File: src/rtl/bcd_conv_scheduler.sv
// bcd_conv_scheduler: round-robin time-sharing of one serial binary-to-BCD
// converter among N_CH requesters. Each granted value is clamped to 0..99,
// handed to the converter, and the BCD result is captured into a per-channel
// register with a one-cycle ack pulse.
// Optional feature macro: BCD_SKIP_UNCHANGED_EN -- skip the conversion when
// the granted value equals the last value converted for that channel.
module bcd_conv_scheduler #(
  parameter int N_CH     = 3,
  parameter int CONV_LAT = 9
) (
  input  logic                clk,
  input  logic                rst,
  input  logic [N_CH-1:0]     req,
  input  logic [7*N_CH-1:0]   bin_in,
  output logic [N_CH-1:0]     ack,
  output logic [8*N_CH-1:0]   bcd_out,
  output logic                range_err,
  output logic                busy,
  output logic                conv_start,
  output logic [6:0]          conv_bin,
  input  logic [7:0]          conv_bcd
);

  localparam int IDX_W = (N_CH > 1) ? $clog2(N_CH) : 1;
  localparam int CNT_W = $clog2(CONV_LAT);
  localparam logic [CNT_W-1:0] CNT_LOAD = CNT_W'(CONV_LAT - 1);
  localparam logic [IDX_W-1:0] PTR_INIT = IDX_W'(N_CH - 1);

  typedef enum logic [1:0] {
    ST_IDLE,
    ST_START,
    ST_WAIT,
    ST_CAPTURE
  } state_t;

  state_t            state_reg;
  logic [IDX_W-1:0]  rr_ptr_reg;
  logic [IDX_W-1:0]  grant_reg;
  logic [CNT_W-1:0]  cnt_reg;
  logic              clamp_reg;
  logic [N_CH-1:0]   ack_reg;
  logic              range_err_reg;
  logic              conv_start_reg;
  logic [6:0]        conv_bin_reg;
  logic [7:0]        bcd_reg [N_CH];

  // Per-channel views of the packed input/output buses
  logic [6:0]        bin_arr [N_CH];

  genvar gi;
  generate
    for (gi = 0; gi < N_CH; gi++) begin : g_ch
      assign bin_arr[gi]          = bin_in[7*gi +: 7];
      assign bcd_out[8*gi +: 8]   = bcd_reg[gi];
    end
  endgenerate

  // Round-robin search starting just after the last served channel
  logic              grant_found;
  logic [IDX_W-1:0]  grant_idx;
  logic [IDX_W-1:0]  cand;
  logic [6:0]        raw_val;
  logic              grant_over;
  logic [6:0]        grant_val;

  always_comb begin
    grant_found = 1'b0;
    grant_idx   = '0;
    cand        = '0;
    for (int i = 1; i <= N_CH; i++) begin
      cand = IDX_W'((int'(rr_ptr_reg) + i) % N_CH);
      if (!grant_found && req[cand]) begin
        grant_found = 1'b1;
        grant_idx   = cand;
      end
    end
    raw_val    = bin_arr[grant_idx];
    grant_over = (raw_val > 7'd99);
    grant_val  = grant_over ? 7'd99 : raw_val;
  end

`ifdef BCD_SKIP_UNCHANGED_EN
  // Last clamped value converted per channel, used to skip repeat work
  logic [6:0]        last_val_reg [N_CH];
  logic [N_CH-1:0]   last_valid_reg;
  logic              skip_hit;

  assign skip_hit = last_valid_reg[grant_idx] &&
                    (last_val_reg[grant_idx] == grant_val);
`endif

  // Scheduler FSM: arbitrate, start the converter, wait out its latency, capture
  always_ff @(posedge clk) begin
    if (rst) begin
      state_reg      <= ST_IDLE;
      rr_ptr_reg     <= PTR_INIT;
      grant_reg      <= '0;
      cnt_reg        <= '0;
      clamp_reg      <= 1'b0;
      ack_reg        <= '0;
      range_err_reg  <= 1'b0;
      conv_start_reg <= 1'b0;
      conv_bin_reg   <= '0;
      for (int k = 0; k < N_CH; k++) begin
        bcd_reg[k] <= '0;
      end
`ifdef BCD_SKIP_UNCHANGED_EN
      last_valid_reg <= '0;
      for (int k = 0; k < N_CH; k++) begin
        last_val_reg[k] <= '0;
      end
`endif
    end else begin
      case (state_reg)
        ST_IDLE: begin
          if (grant_found) begin
            grant_reg <= grant_idx;
            clamp_reg <= grant_over;
`ifdef BCD_SKIP_UNCHANGED_EN
            if (skip_hit) begin
              // Result already held in bcd_reg: acknowledge without converting
              ack_reg[grant_idx] <= 1'b1;
              range_err_reg      <= grant_over;
              rr_ptr_reg         <= grant_idx;
              state_reg          <= ST_CAPTURE;
            end else
`endif
            begin
              conv_start_reg <= 1'b1;
              conv_bin_reg   <= grant_val;
              state_reg      <= ST_START;
            end
          end
        end
        ST_START: begin
          conv_start_reg <= 1'b0;
          cnt_reg        <= CNT_LOAD;
          state_reg      <= ST_WAIT;
        end
        ST_WAIT: begin
          if (cnt_reg == '0) begin
            bcd_reg[grant_reg] <= conv_bcd;
            ack_reg[grant_reg] <= 1'b1;
            range_err_reg      <= clamp_reg;
            rr_ptr_reg         <= grant_reg;
            state_reg          <= ST_CAPTURE;
`ifdef BCD_SKIP_UNCHANGED_EN
            last_val_reg[grant_reg]   <= conv_bin_reg;
            last_valid_reg[grant_reg] <= 1'b1;
`endif
          end else begin
            cnt_reg <= cnt_reg - CNT_W'(1);
          end
        end
        ST_CAPTURE: begin
          ack_reg       <= '0;
          range_err_reg <= 1'b0;
          state_reg     <= ST_IDLE;
        end
        default: begin
          state_reg <= ST_IDLE;
        end
      endcase
    end
  end

  assign ack        = ack_reg;
  assign range_err  = range_err_reg;
  assign busy       = (state_reg != ST_IDLE);
  assign conv_start = conv_start_reg;
  assign conv_bin   = conv_bin_reg;

endmodule
File: config.mk
export PLATFORM = sky130hd
export DESIGN_NAME = bcd_conv_scheduler
export DESIGN_NICKNAME = d
export VERILOG_FILES = /design/src/rtl/bcd_conv_scheduler.sv
export SDC_FILE = /design/constraint.sdc
export NUM_CORES = 1
export LEC_CHECK = 0
export BUFFER_PORTS_ARGS = -buffer_cell sky130_fd_sc_hd__buf_2
export CAP_MARGIN = 20
export CORE_MARGIN = 4
export CORE_UTILIZATION = 45
export DETAILED_ROUTE_END_ITERATION = 10
export GPL_ROUTABILITY_DRIVEN = 0
export GPL_TIMING_DRIVEN = 1
export PLACE_DENSITY_LB_ADDON = 0.15
export SLEW_MARGIN = 5
export SYNTH_ARGS = -nofsm -noshare
export SYNTH_HDL_FRONTEND = slang
export SYNTH_SLANG_ARGS = --single-unit
File: constraint.sdc
create_clock -name clk -period 2.8 [get_ports clk]
set_input_delay 0.56 -clock clk [delete_from_list [all_inputs] [get_ports clk]]
set_output_delay 0.56 -clock clk [all_outputs]
set_load 0.005 [all_outputs]
Word-level counts from Yosys, hierarchy flattened --
Memory sizes are Yosys's and may differ from the RTL's. Cells that the tools add are included. Widths: inputs -> output; s select.
Cells by class: divide/modulo/power cells 3, magnitude comparators 7, $add $sub $neg 4, bitwise logic cells 2, equality and inequality tests 6, reductions and logical operators 18, muxes and demuxes 38
Operators with widths (number):
- $mod 32x3->32 const B | 3
- $mux 7 | 3
- $mux 1 | 16
- $bmux 7 s2 | 1
- $lt 2x3->1 const B | 4
- $mux 2 | 6
- $reduce_and 2->1 | 6
- $mux 8 | 1
- $pmux 2 s4 | 1
- $pmux 4 s2 | 1
- $reduce_bool 2->1 | 4
- $reduce_or 8->1 | 1
- $gt 7x7->1 const B | 1
- $add 2x2->3 const B | 2
- $bmux 1 s2 | 3
- $ne 2x2->1 const B | 3
- $pmux 3 s2 | 1
- $eq 2x2->1 const B | 2
- $logic_not 4->1 | 1
- $mux 4 | 1
- $pmux 1 s2 | 2
- $sub 4x1->4 const B | 1
- $add 2x1->3 const B | 1
- $ge 3x3->1 const B | 1
- other kinds (9) | 12
Storage, ports and cells: output and inout port bits 37, bits in registers 23, word-level logic and storage cells 88, memory bits (writable) 24, memories 1
Memories:
- bcd_reg | depth 3, width 8, read ports 3, clocked after Yosys merged registers in 0, wr ports 3, RTL line 45 | logic [7:0] bcd_reg [N_CH];

Longest topological paths before layout --
Gate-level depths: netlist (run 1).
depth after elaboration 17, mapped depth 11, depth with buffers taken out 9

Worst setup path after synthesis (run 1) --
Ideal clock, no wire load.
kind reg-to-reg, start point reg rr_ptr_reg[0], end point reg conv_bin_reg[0], in the netlist conv_bin[0], stages on the path, launching flop included 11, setup slack 0.238 ns, arrival time 2.471 ns, path buffers 1, required time 2.709 ns, path through dfxtp_1 > inv_1 > ha_1 > buf_2 > and3b_2 > a211oi_1 > a21oi_1 > nor3b_1 > o211ai_2 > a31o_2 > a311oi_1
On the way: word-level cells in the longest chain between the ends 17, elaborated cells on any way between the ends 29, classes of those cells add/sub (3); div (3); order compare (1); mux (16); bitwise (1); reduce/logical (5)
RTL lines:
- start: declaration | RTL line 37 | logic [IDX_W-1:0] rr_ptr_reg;
- start signal: assignment | RTL line 145 | rr_ptr_reg <= grant_reg;
- $add 2x1->3 | RTL line 71 | cand = IDX_W'((int'(rr_ptr_reg) + i) % N_CH);
- $mod 32x3->32 | RTL line 71
- $bmux 1 s2 | RTL line 72 | if (!grant_found && req[cand]) begin
- $mux 1 (implied by the code) | RTL line 72
- $mux 1 | RTL line 72
- $logic_not 1->1 | RTL line 72
- $logic_and 1x1->1 | RTL line 72
- $mux 1 | RTL line 72
- $logic_not 1->1 | RTL line 72
- $logic_and 1x1->1 | RTL line 72
- $mux 2 | RTL line 72
- $not 2->3 (implied by the code) | RTL line 77 | raw_val = bin_arr[grant_idx];
- $bmux 7 s2 | RTL line 77
- $mux 7 (implied by the code) (2 in a row) | RTL line 77
- $gt 7x7->1 | RTL line 78 | grant_over = (raw_val > 7'd99);
- $mux 7 | RTL line 79 | grant_val = grant_over ? 7'd99 : raw_val;
- end signal: assignment | RTL line 130 | conv_bin_reg <= grant_val;
- end: declaration | RTL line 44 | logic [6:0] conv_bin_reg;
Several ways; a longest one is shown, not always the timed one. The select of a mux whose other input is x is not followed. A chain may end at the register's enable or synchronous reset.

Worst setup path in the final report (run 1) --
start point reg rr_ptr_reg[1], end point reg conv_bin_reg[1], in the netlist conv_bin[1]
Same word-level chain as after synthesis.

==> results of run 1 <==
==> final cells by class <==
cell class	count	area, um2
clock buffer	5	68.82
clock inverter	3	46.29
fill	492	2112
inverter	11	41.29
multi-input combinational	165	1152
sequential	47	1184
tap	70	87.58
timing repair buffer	83	447.9
==> kinds of logic (layout without fill, tap and decap cells) <==
kind of cell             count (synthesis)  after routing
flip-flops                              47             47
buffers and inverters                   19            102
adder cells (fa/ha/maj)                 10             10
multiplexers                            14             14
XOR/XNOR                                 1              1
AO/OA/AOI/OAI                           51             51
AND/OR/NAND/NOR                         89             89
==> cells in the mapped netlist (6+ instances only) <==
master	instances
and2_1	25
edfxtp_1	24
dfxtp_1	23
nor2_1	22
a21oi_1	16
inv_1	11
ha_1	10
mux2i_1	10
nand2_1	10
a211oi_1	6
clkbuf_1	6
o21ai_0	6
==> final timing paths <==
path,start,endpoint,slack (ps),cells after the start
max reg2reg,rr_ptr_reg[1]$_SDFFE_PP1P_,conv_bin[1]$_SDFFE_PP0P_,150,10
max,rr_ptr_reg[1]$_SDFFE_PP1P_,conv_bin[1]$_SDFFE_PP0P_,150,10
min,conv_bin[2]$_SDFFE_PP0P_,conv_bin[2]$_SDFFE_PP0P_,460,2
min reg2reg,conv_bin[2]$_SDFFE_PP0P_,conv_bin[2]$_SDFFE_PP0P_,460,2
==> power breakdown <==
part	internal (W)	switching [W]	total, W
Clock	0.000269	0.000230	0.000499
Sequential	0.000877	0.0000832	0.000960
Combinational	0.000537	0.000626	0.00116
==> timing repair <==
action                                  CTS  global route
endpoints found under the setup margin    0            10
buffers inserted                          0             2
resized for setup                         0             8
==> metal layers <==
layer / global-route usage / vias to the layer above / part of all wire
met5: 0 / - / 0
met4: 0.04561 / 0 / 0.0046
li1: - / 995 / -
met3: 0.03880 / 2 / 0.050
met1: 0.2206 / 898 / 0.46
met2: 0.2677 / 39 / 0.49
==> cells in the final DEF (no fill, tap or decap), types with 2 or more instances in the layout <==
cell type / instances
o21a_1: 2
clkbuf_8: 5
mux2_2: 3
or2_2: 3
nand2b_1: 4
a311oi_1: 2
buf_2: 70
nor2b_1: 2
nand3_1: 2
inv_1: 11
a31oi_1: 5
nor2_1: 22
nor4_1: 5
dfxtp_2: 2
nor3_1: 2
mux2i_1: 8
buf_4: 13
and2_1: 25
nor3b_1: 4
ha_1: 9
dfxtp_1: 21
or3b_1: 2
a211oi_1: 5
o21ai_0: 6
nand3b_1: 5
mux2i_2: 2
a21oi_1: 16
o211ai_1: 4
edfxtp_1: 24
nand2_1: 10
==> per-stage QoR <==
| stage | std cells | worst slack, ps |
|---|---|---|
| final | 384 | 153.7 |
| after global placement | 374 | 139.6 |
| after detailed placement | 374 | 68.89 |
| after global routing | 384 | 27.22 |
| after floorplan | 231 | 238.0 |
| after CTS | 382 | 66.36 |
==> tightest hold or removal path: stages, from the launching register on <==
cell and delay [ps]:
dfxtp_1 320, nand2_1 50, a21oi_1 50
==> results by group, run 1 <==
Timing
  – Setup TNS: 0 ps
  – Final Setup Violations: 0
  – Post-route minimum period: 2646 ps
  – RSZ-0062 raised after global routing: false
  – Clock Skew: between 9 and 10 ps
  – Rel. slew slack: 0.6655
  – Final Hold Fails: 0
  – Period Utilization, post-route: 0.9451
  – F_max: between 300 and 400 MHz
  – Final Max Tran Viols: 0
  – WHS: 464.0 ps
  – Slew @ Worst Pin: 501.8 ps

Yosys
  – Flops & latches, synth: 47
  – Syn Inst Count: 231
  – Syn Area/Cell: 10.35 um2
  – Syn_nets: about 280
  – Post-synthesis adder-cell area fraction: 0.05233
  – Synth Area in Simple Gates: 0.2067
  – Syn. warnings: 0
  – Largest family of logic cells by synthesized area: simple AND/OR/NAND/NOR gates
  – Dominant cells by area after synthesis: edfxtp_1 30%, dfxtp_1 19%, and2_1 6.5%
  – Post-Synth XOR/XNOR Area: 0.003663
  – Compound-gate portion of the synthesized area: 0.1476
  – EDFF count, synth: 24
  – Post-synthesis mux area share: 0.06227
  – Asr flop ratio synth: 0
  – Post-Syn Area: about 2400 um2
  – Post-synth cell types: 42
  – Top cell type's share of synthesized area: 0.3014
  – Top FF cell, synth: edfxtp_1
  – Post-synthesis sequential area ratio: 0.4940
  – Largest area contributor in the netlist: edfxtp_1

Final layout
  – Ant diodes: 0
  – Max FFs per register: 24
  – Area Growth Syn to Fin: 26.64%
  – Final instance area: slightly above 3000 um2
  – Core Util, Final: 0.5891
  – Proportion of layout cells with a drive suffix above 1: 0.3503
  – Final nets: ~360

Outcome
  – Status: finished clean

Setup path
  – Crit path launch type: flip-flop
  – Worst setup EP type: flip-flop
  – Cell family with most CP delay: compound AO/OA/AOI/OAI gates
  – Worst endpoint required time: 3020 ps
  – CP max FO: 7
  – WP data arrival: 2860 ps
  – Crit path buf inv count: 2
  – CP max stage delay: 390 ps
  – WS Path Type: reg2reg
  – CP max-delay cell: a221o_1
  – Crit path cell chain: inv_1 > ha_1 > mux2_4 > a221o_1 > o311ai_4 > buf_4 > mux2i_2 > o211ai_2 > a31o_2 > a311oi_1

Global routing
  – First-pass GRT wire length: 8.411 mm
  – GRT Total Usage: 0.1650
  – Initial antenna violation count: 0
  – Number of global-route vias before repair: 1,824
  – Largest net degree at the start of global routing: 29
  – Grt total ovfl: 0

Route
  – Routed vias/inst: 5.036
  – Routed len/inst: 13.51 um
  – ANT nets after route: 0
  – 1st-iter DRT viols: 84
  – First-pass DRT Iterations: 4
  – Drt total wl: approximately 5.2 mm
  – Via count of the routed design: a little under 2,000
  – DRC viols: 0

Pwr
  – LEAKAGE: 1.341 nW
  – Pwr Density: 865.9 nW/um2
  – Total power: 0.002622 W
  – Peak supply drop: 0.7110 mV

Clocking
  – CTS clock-pin slew for the worst setup and hold paths: 90 ps
  – CTS tree: built
  – Clk root buf: clkbuf_8
  – CTS Buffer Depth: 2
  – CTS Buf Count: 5
  – Hold buffer count at CTS: 0
  – H-tree lvl count: 2
  – Clk sinks: 47
  – Worst skew pair latency: 300 ps

Floorplanning
  – I/O pins: 71
  – Rows: 26
  – Core ar.: 5140 um2
  – Initial Utilization: 0.4652
  – Die H: approximately 81 um
  – Die width: between 80 and 90 um
  – Die Footprint: 6544 um2

Placement
  – Placement Cell Area: 2873 um2
  – Dpl hpwl: 3.935 mm
  – Port Buffers: 70

Run
  – Max Cap Viol: 0

Hold path
  – Worst Hold Class: reg2reg
No activity file was read; power rests on OpenSTA's default activity.
==> inputs of run 2 (changes only) <==
--- a/config.mk
+++ b/config.mk
@@ -8,7 +8,7 @@
 export BUFFER_PORTS_ARGS = -buffer_cell sky130_fd_sc_hd__buf_2
 export CAP_MARGIN = 20
 export CORE_MARGIN = 4
-export CORE_UTILIZATION = 45
+export CORE_UTILIZATION = 51
 export DETAILED_ROUTE_END_ITERATION = 10
 export GPL_ROUTABILITY_DRIVEN = 0
 export GPL_TIMING_DRIVEN = 1
==> run 2 against run 1 <==
Net effect:
- sequential share of layout area fell by 0.26 points
- critical path type unchanged
- highest routed layer unchanged
- global-route usage increased by 1.6 points
- clock power up 21%
==> results by group, run 2 (synthesis gave the netlist of run 1 again) <==
Outcome
  – Status: finished clean

Pwr
  – Pwr Density: 898.7 nW/um2 (+3.8%)
  – LEAKAGE: 1.369 nW (+2.1%)
  – Peak supply drop: 0.6548 mV (-7.9%)

Setup path
  – Crit path launch type: flip-flop
  – Reg2Reg Launch Point: rr_ptr_reg[0]$_SDFFE_PP0P_
  – WS Path Type: reg2reg
  – R2R depth: 10 (unchanged)
  – CP max FO: 8 (+1)
  – Capture point of the worst reg-to-reg path: conv_bin[1]$_SDFFE_PP0P_
  – Worst endpoint required time: 2960 ps (-60 ps)
  – Worst reg-to-reg setup slack: 160 ps (about the same)
  – WP data arrival: 2800 ps (-60 ps)
  – Worst setup EP type: flip-flop

Timing
  – Period Utilization, post-route: 0.9427 (-0.002368)
  – Clock Skew: 8.097 ps (-1.033 ps)
  – Slew @ Worst Pin: 503.8 ps (+2.024 ps)
  – Rel. slew slack: 0.6641 (-0.001349)
  – WHS: 455.8 ps (-8.242 ps)
  – Setup ws final: 160.4 ps (+6.631 ps)
  – Final Setup Violations: 0 (unchanged)
  – RSZ-0062 raised after global routing: false
  – Final Hold Fails: 0 (unchanged)
  – F_max: 378.8 MHz (+0.25%)
  – Setup TNS: 0 ps (unchanged)
  – Final Max Tran Viols: 0 (unchanged)
  – Post-route minimum period: 2640 ps (-6.631 ps)

Placement
  – Place WS: 17.35 ps (-51.54 ps)
  – Placement Cell Area: 2858 um2 (-0.52%)
  – Dpl hpwl: 3.844 mm (-2.3%)
  – Port Buffers: 70 (unchanged)

Route
  – Routed vias/inst: 5.334 (+5.9%)
  – First-pass DRT Iterations: 4 (unchanged)
  – 1st-iter DRT viols: 83 (-1.2%)
  – Drt total wl: 5.181 mm (about the same)
  – Via count of the routed design: 1,963 (+1.5%)
  – ANT nets after route: 0 (unchanged)
  – DRC viols: 0 (unchanged)
  – Routed len/inst: 14.08 um (+4.2%)

Final layout
  – Proportion of layout cells with a drive suffix above 1: 0.3449 (-0.005382)
  – Area Growth Syn to Fin: 27.47%
  – Final nets: 359 (+0.56%)
  – Most common cell after layout, fill and taps aside: buf_2
  – Final instance area: 3048 um2 (+0.66%)
  – Most frequent cells in the layout: 70 x buf_2, 25 x and2_1, 24 x edfxtp_1, 22 x nor2_1, 21 x dfxtp_1
  – Max FFs per register: 24 (unchanged)
  – Core Util, Final: 0.6858 (+0.09672)
  – Ant diodes: 0 (unchanged)
  – Fillcell total: 361 (-27%)

Hold path
  – Hold Crit Start: conv_bin[2]$_SDFFE_PP0P_
  – Hold Path Cell Cnt: 2 (unchanged)
  – Hold Path Sink: conv_bin[2]$_SDFFE_PP0P_
  – Worst Hold Class: reg2reg

Floorplanning
  – Rows: 24 (-7.7%)
  – Core ar.: 4444 um2 (-14%)
  – Die H: 76.47 um (-5.5%)
  – Die Footprint: 5848 um2 (-11%)
  – Initial Utilization: 0.5380 (+0.07282)
  – Die width: 76.47 um (-5.5%)
  – I/O pins: 71 (unchanged)

Global routing
  – Initial antenna violation count: 0 (unchanged)
  – Number of global-route vias before repair: 1,920 (+5.3%)
  – GRT Total Usage: 0.1808 (+0.01579)
  – First-pass GRT wire length: 8.673 mm (+3.1%)
  – Largest net degree at the start of global routing: 29 (unchanged)
  – Grt total ovfl: 0 (unchanged)

Clocking
  – CTS Buf Count: 5 (unchanged)
  – Worst skew pair latency: 300 ps (about the same)
  – Hold buffer count at CTS: 0 (unchanged)
  – CTS Buffer Depth: 2 (unchanged)
  – Clk sinks: 47 (unchanged)
  – CTS clock-pin slew for the worst setup and hold paths: 90 ps (about the same)
  – CTS tree: built
  – Clk root buf: clkbuf_8
  – H-tree lvl count: 2 (unchanged)

Run
  – Max Cap Viol: 0 (unchanged)
-- run 2: changes by cell type in the layout (fill, tap and decap cells not counted), sizes merged --
cell	previous run	this run
bufinv	1	2
clkinvlp	1	0
buf	83	85
-- run 2: final cells by class --
type	count	area (um2)	share of cell area
inverter	11	41.29	0.01355
multi-input combinational	165	1151	0.3777
clock inverter	3	71.32	0.02340
tap	52	65.06	0.02135
clock buffer	5	68.82	0.02258
sequential	47	1184	0.3883
timing repair buffer	85	466.7	0.1531
-- run 2: stage by stage --
step           total power [W]  instances
2_1_floorplan         0.001720        231
3_3_place_gp          0.002081        357
3_5_place_dp          0.002093        357
4_1_cts               0.002697        365
5_1_grt               0.002958        368
6_report              0.002739        368
-- run 2: report_power, final --
group / internal (W) / leakage [nW] / total (W) / switching (W)
Clock: 0.000362 / 0.0703 / 0.000602 / 0.000239
Combinational: 0.000548 / 0.862 / 0.00118 / 0.000630
Sequential: 0.000877 / 0.437 / 0.000960 / 0.0000833
-- run 2: layer usage --
layer | vias to the layer above | track usage | share of wire
li1 | 998 | - | -
met1 | 919 | 0.2156 | 0.44
met2 | 40 | 0.3216 | 0.51
met3 | 6 | 0.04610 | 0.044
met4 | 0 | 0.04891 | 0.0095
met5 | - | 0 | 0
-- run 2: how the worst max path moves through the flow --
stage                               startpoint                        to  cells after the start
floorplan           rr_ptr_reg[0]$_SDFFE_PP0P_  conv_bin[0]$_SDFFE_PP0P_                     10
global placement    rr_ptr_reg[0]$_SDFFE_PP0P_  conv_bin[0]$_SDFFE_PP0P_                      9
detailed placement  rr_ptr_reg[0]$_SDFFE_PP0P_  conv_bin[0]$_SDFFE_PP0P_                      9
CTS                 rr_ptr_reg[1]$_SDFFE_PP1P_  conv_bin[0]$_SDFFE_PP0P_                      9
global route        rr_ptr_reg[0]$_SDFFE_PP0P_  conv_bin[0]$_SDFFE_PP0P_                     11
finish              rr_ptr_reg[0]$_SDFFE_PP0P_  conv_bin[1]$_SDFFE_PP0P_                     10
-- run 2: critical path, stage by stage (launching register included) --
cell	delay, ps
dfxtp_2	390
inv_1	70
ha_2	390
nand3b_1	140
a221o_1	360
o311ai_4	120
buf_6	180
mux2_2	330
a22oi_1	190
a31o_2	240
a311oi_2	90
-- run 2: what timing repair did --
action,4_1_cts,5_1_grt
endpoints found under the setup margin,2,6
endpoints found under the hold margin,0,0
gates resized for setup,0,7
pin swaps,1,2
setup buffers,0,3
==> inputs of run 3 (changes only) <==
--- a/config.mk
+++ b/config.mk
@@ -5,11 +5,11 @@
 export SDC_FILE = /design/constraint.sdc
 export NUM_CORES = 1
 export LEC_CHECK = 0
-export BUFFER_PORTS_ARGS = -buffer_cell sky130_fd_sc_hd__buf_2
 export CAP_MARGIN = 20
 export CORE_MARGIN = 4
-export CORE_UTILIZATION = 51
+export CORE_UTILIZATION = 55
 export DETAILED_ROUTE_END_ITERATION = 10
+export DONT_BUFFER_PORTS = 1
 export GPL_ROUTABILITY_DRIVEN = 0
 export GPL_TIMING_DRIVEN = 1
 export PLACE_DENSITY_LB_ADDON = 0.15
==> run 3 against run 2 <==
Net effect:
- clock power is 16% lower
- final cell count is 20% lower
- sequential power is 4% higher
- largest cell class is now multi-input gates
- largest power group unchanged
==> results by group, run 3 (synthesis gave the netlist of run 1 again) <==
Outcome
  – Status: finished clean

Clocking
  – CTS clock-pin slew for the worst setup and hold paths: 90 ps (about the same)
  – CTS Buffer Depth: 2 (unchanged)
  – H-tree lvl count: 2 (unchanged)
  – Worst skew pair latency: 300 ps (about the same)
  – Clk sinks: 47 (unchanged)
  – CTS Buf Count: 5 (unchanged)
  – Hold buffer count at CTS: 0 (unchanged)
  – CTS tree: built
  – Clk root buf: clkbuf_8

Placement
  – Dpl cells: 282 (-21%)
  – Dpl hpwl: 3.987 mm (+3.7%)
  – Placement Cell Area: 2482 um2 (-13%)
  – Port Buffers: 0 (-100%)

Route
  – Routed vias/inst: 5.932 (+11%)
  – Routed len/inst: 17.94 um (+27%)
  – First-pass DRT Iterations: 4 (unchanged)
  – ANT nets after route: 0 (unchanged)
  – Drt total wl: 5.275 mm (+1.8%)
  – Via count of the routed design: 1,744 (-11%)
  – DRC viols: 0 (unchanged)
  – 1st-iter DRT viols: 77 (-7.2%)

Setup path
  – CP max FO: 6 (-2)
  – Capture point of the worst reg-to-reg path: conv_bin[1]$_SDFFE_PP0P_
  – Worst reg-to-reg setup slack: 130 ps (-30 ps)
  – WP data arrival: 2820 ps (+20 ps)
  – Reg2Reg Launch Point: rr_ptr_reg[1]$_SDFFE_PP1P_
  – Worst setup EP type: flip-flop
  – Crit path launch type: flip-flop
  – WS Path Type: reg2reg
  – Worst endpoint required time: 2950 ps (about the same)
  – R2R depth: 10 (unchanged)

Hold path
  – Hold Crit Start: rst
  – Hold Path Cell Cnt: 1 (-1)
  – Hold Path Sink: rr_ptr_reg[0]$_SDFFE_PP0P_
  – Worst Hold Class: in2reg

Final layout
  – Final instance area: 2696 um2 (-12%)
  – Finished Layout Cells: 294 (-20%)
  – Ant diodes: 0 (unchanged)
  – Most frequent cells in the layout: 25 x and2_1, 24 x edfxtp_1, 22 x nor2_1, 21 x dfxtp_1, 16 x a21oi_1
  – Core Util, Final: 0.6552 (-0.03060)
  – Sequential cell area: 1186 um2 (+0.21%)
  – Max FFs per register: 24 (unchanged)
  – Multi-input gate area: 1189 um2 (+3.3%)
  – Fillcell total: 337 (-6.6%)
  – Most common cell after layout, fill and taps aside: and2_1
  – Area Growth Syn to Fin: 12.77%
  – Proportion of layout cells with a drive suffix above 1: 0.1721 (-0.1728)
  – Final nets: 287 (-20%)

Floorplanning
  – Die H: 73.94 um (-3.3%)
  – Initial Utilization: 0.5810 (+0.04302)
  – Core ar.: 4115 um2 (-7.4%)
  – Die width: 73.94 um (-3.3%)
  – Die Footprint: 5466 um2 (-6.5%)
  – I/O pins: 71 (unchanged)
  – Rows: 23 (-4.2%)

Timing
  – Post-route minimum period: 2666 ps (+26.37 ps)
  – Slew @ Worst Pin: 585.3 ps (+81.45 ps)
  – Final Hold Fails: 0 (unchanged)
  – Rel. slew slack: 0.6098 (-0.05430)
  – F_max: 375.1 MHz (-0.99%)
  – Final Max Tran Viols: 0 (unchanged)
  – Final Setup Violations: 0 (unchanged)
  – Period Utilization, post-route: 0.9521 (+0.009419)
  – Clock Skew: 7.308 ps (-0.7893 ps)

Global routing
  – Met1 Track Usage GR: 0.2420 (+0.02641)
  – First-pass GRT wire length: 8.411 mm (-3.0%)
  – Number of global-route vias before repair: 1,757 (-8.5%)
  – GR peak layer: met2
  – GRT met3 Usage: 0.06757 (+0.02147)
  – GRT met2 Usage: 0.3386 (+0.01697)
  – Largest net degree at the start of global routing: 29 (unchanged)
  – GRT Total Usage: 0.2020 (+0.02124)
  – Grt total ovfl: 0 (unchanged)
  – Initial antenna violation count: 0 (unchanged)

Pwr
  – Pwr Density: 952.8 nW/um2 (+6.0%)
  – Peak supply drop: 0.6570 mV (+0.32%)
  – LEAKAGE: 1.042 nW (-24%)

Run
  – Max Cap Viol: 0 (unchanged)
run 3: cell count changes in the layout (fill, tap and decap cells not counted), sizes merged:
| cell | change |
|---|---|
| buf | -72 |
| bufinv | -1 |
| clkinv | +1 |
run 3: per-layer routing:
layer,up-vias,share of wire
li1,858,-
met4,0,0.021
met5,-,0
met2,54,0.49
met3,12,0.056
met1,820,0.43
run 3: layout make-up:
class / instances / share of cell area
Multi-Input combinational cell: 165 / 0.4408
Timing Repair Buffer: 13 / 0.03759
Inverter: 11 / 0.01531
Sequential cell: 47 / 0.4399
Clock inverter: 3 / 0.01763
Tap cell: 50 / 0.02320
Clock buffer: 5 / 0.02552
run 3: power breakdown:
group / internal (W) / leakage [nW] / switching, W / total, W
Combinational: 0.000474 / 0.546 / 0.000587 / 0.00106
Sequential: 0.000881 / 0.437 / 0.000122 / 0.00100
Clock: 0.000271 / 0.0587 / 0.000235 / 0.000506
Total: 0.00163 / 1.04 / 0.000944 / 0.00257
run 3: worst max-delay path, cell delays in order, from the launching register on:
cell and delay, ps:
dfxtp_4 380, inv_1 110, ha_4 190, mux2_4 320
a221o_1 390, o311ai_4 130, buf_6 180, mux2_2 340
mux2i_2 170, a31o_2 210, a311oi_1 90
run 3: how the worst max path moves through the flow:
stage	startpoint	end	slack (ps)	cells after the start
after global placement	rr_ptr_reg[0]$_SDFFE_PP0P_	conv_bin[0]$_SDFFE_PP0P_	100	9
after global routing	rr_ptr_reg[0]$_SDFFE_PP0P_	conv_bin[1]$_SDFFE_PP0P_	-20	9
after detailed placement	rr_ptr_reg[0]$_SDFFE_PP0P_	conv_bin[1]$_SDFFE_PP0P_	-120	9
final	rr_ptr_reg[1]$_SDFFE_PP1P_	conv_bin[1]$_SDFFE_PP0P_	130	10
after floorplan	rr_ptr_reg[0]$_SDFFE_PP0P_	conv_bin[0]$_SDFFE_PP0P_	240	10
after CTS	rr_ptr_reg[0]$_SDFFE_PP0P_	conv_bin[1]$_SDFFE_PP0P_	50	10
run 3: what timing repair did:
| action | in CTS | in global routing |
|---|---|---|
| endpoints found under the setup margin | 5 | 5 |
| pin swaps | 1 | 1 |
| buffers inserted | 2 | 2 |
| hold endpoints to repair | 0 | 0 |
| resized for setup | 2 | 14 |
run 3: through the flow:
stage / setup slack [ps] / hold slack (ps) / setup TNS [ps] / power (W)
after floorplan: 238.0 / 448.2 / 0 / 0.001720
after global placement: 99.99 / 460.2 / 0 / 0.001930
after detailed placement: -116.2 / 463.1 / -225.1 / 0.001982
after CTS: 48.90 / 309.0 / 0 / 0.002508
after global routing: -21.60 / 295.3 / -21.60 / 0.002762
final: 134.0 / 313.7 / 0 / 0.002569
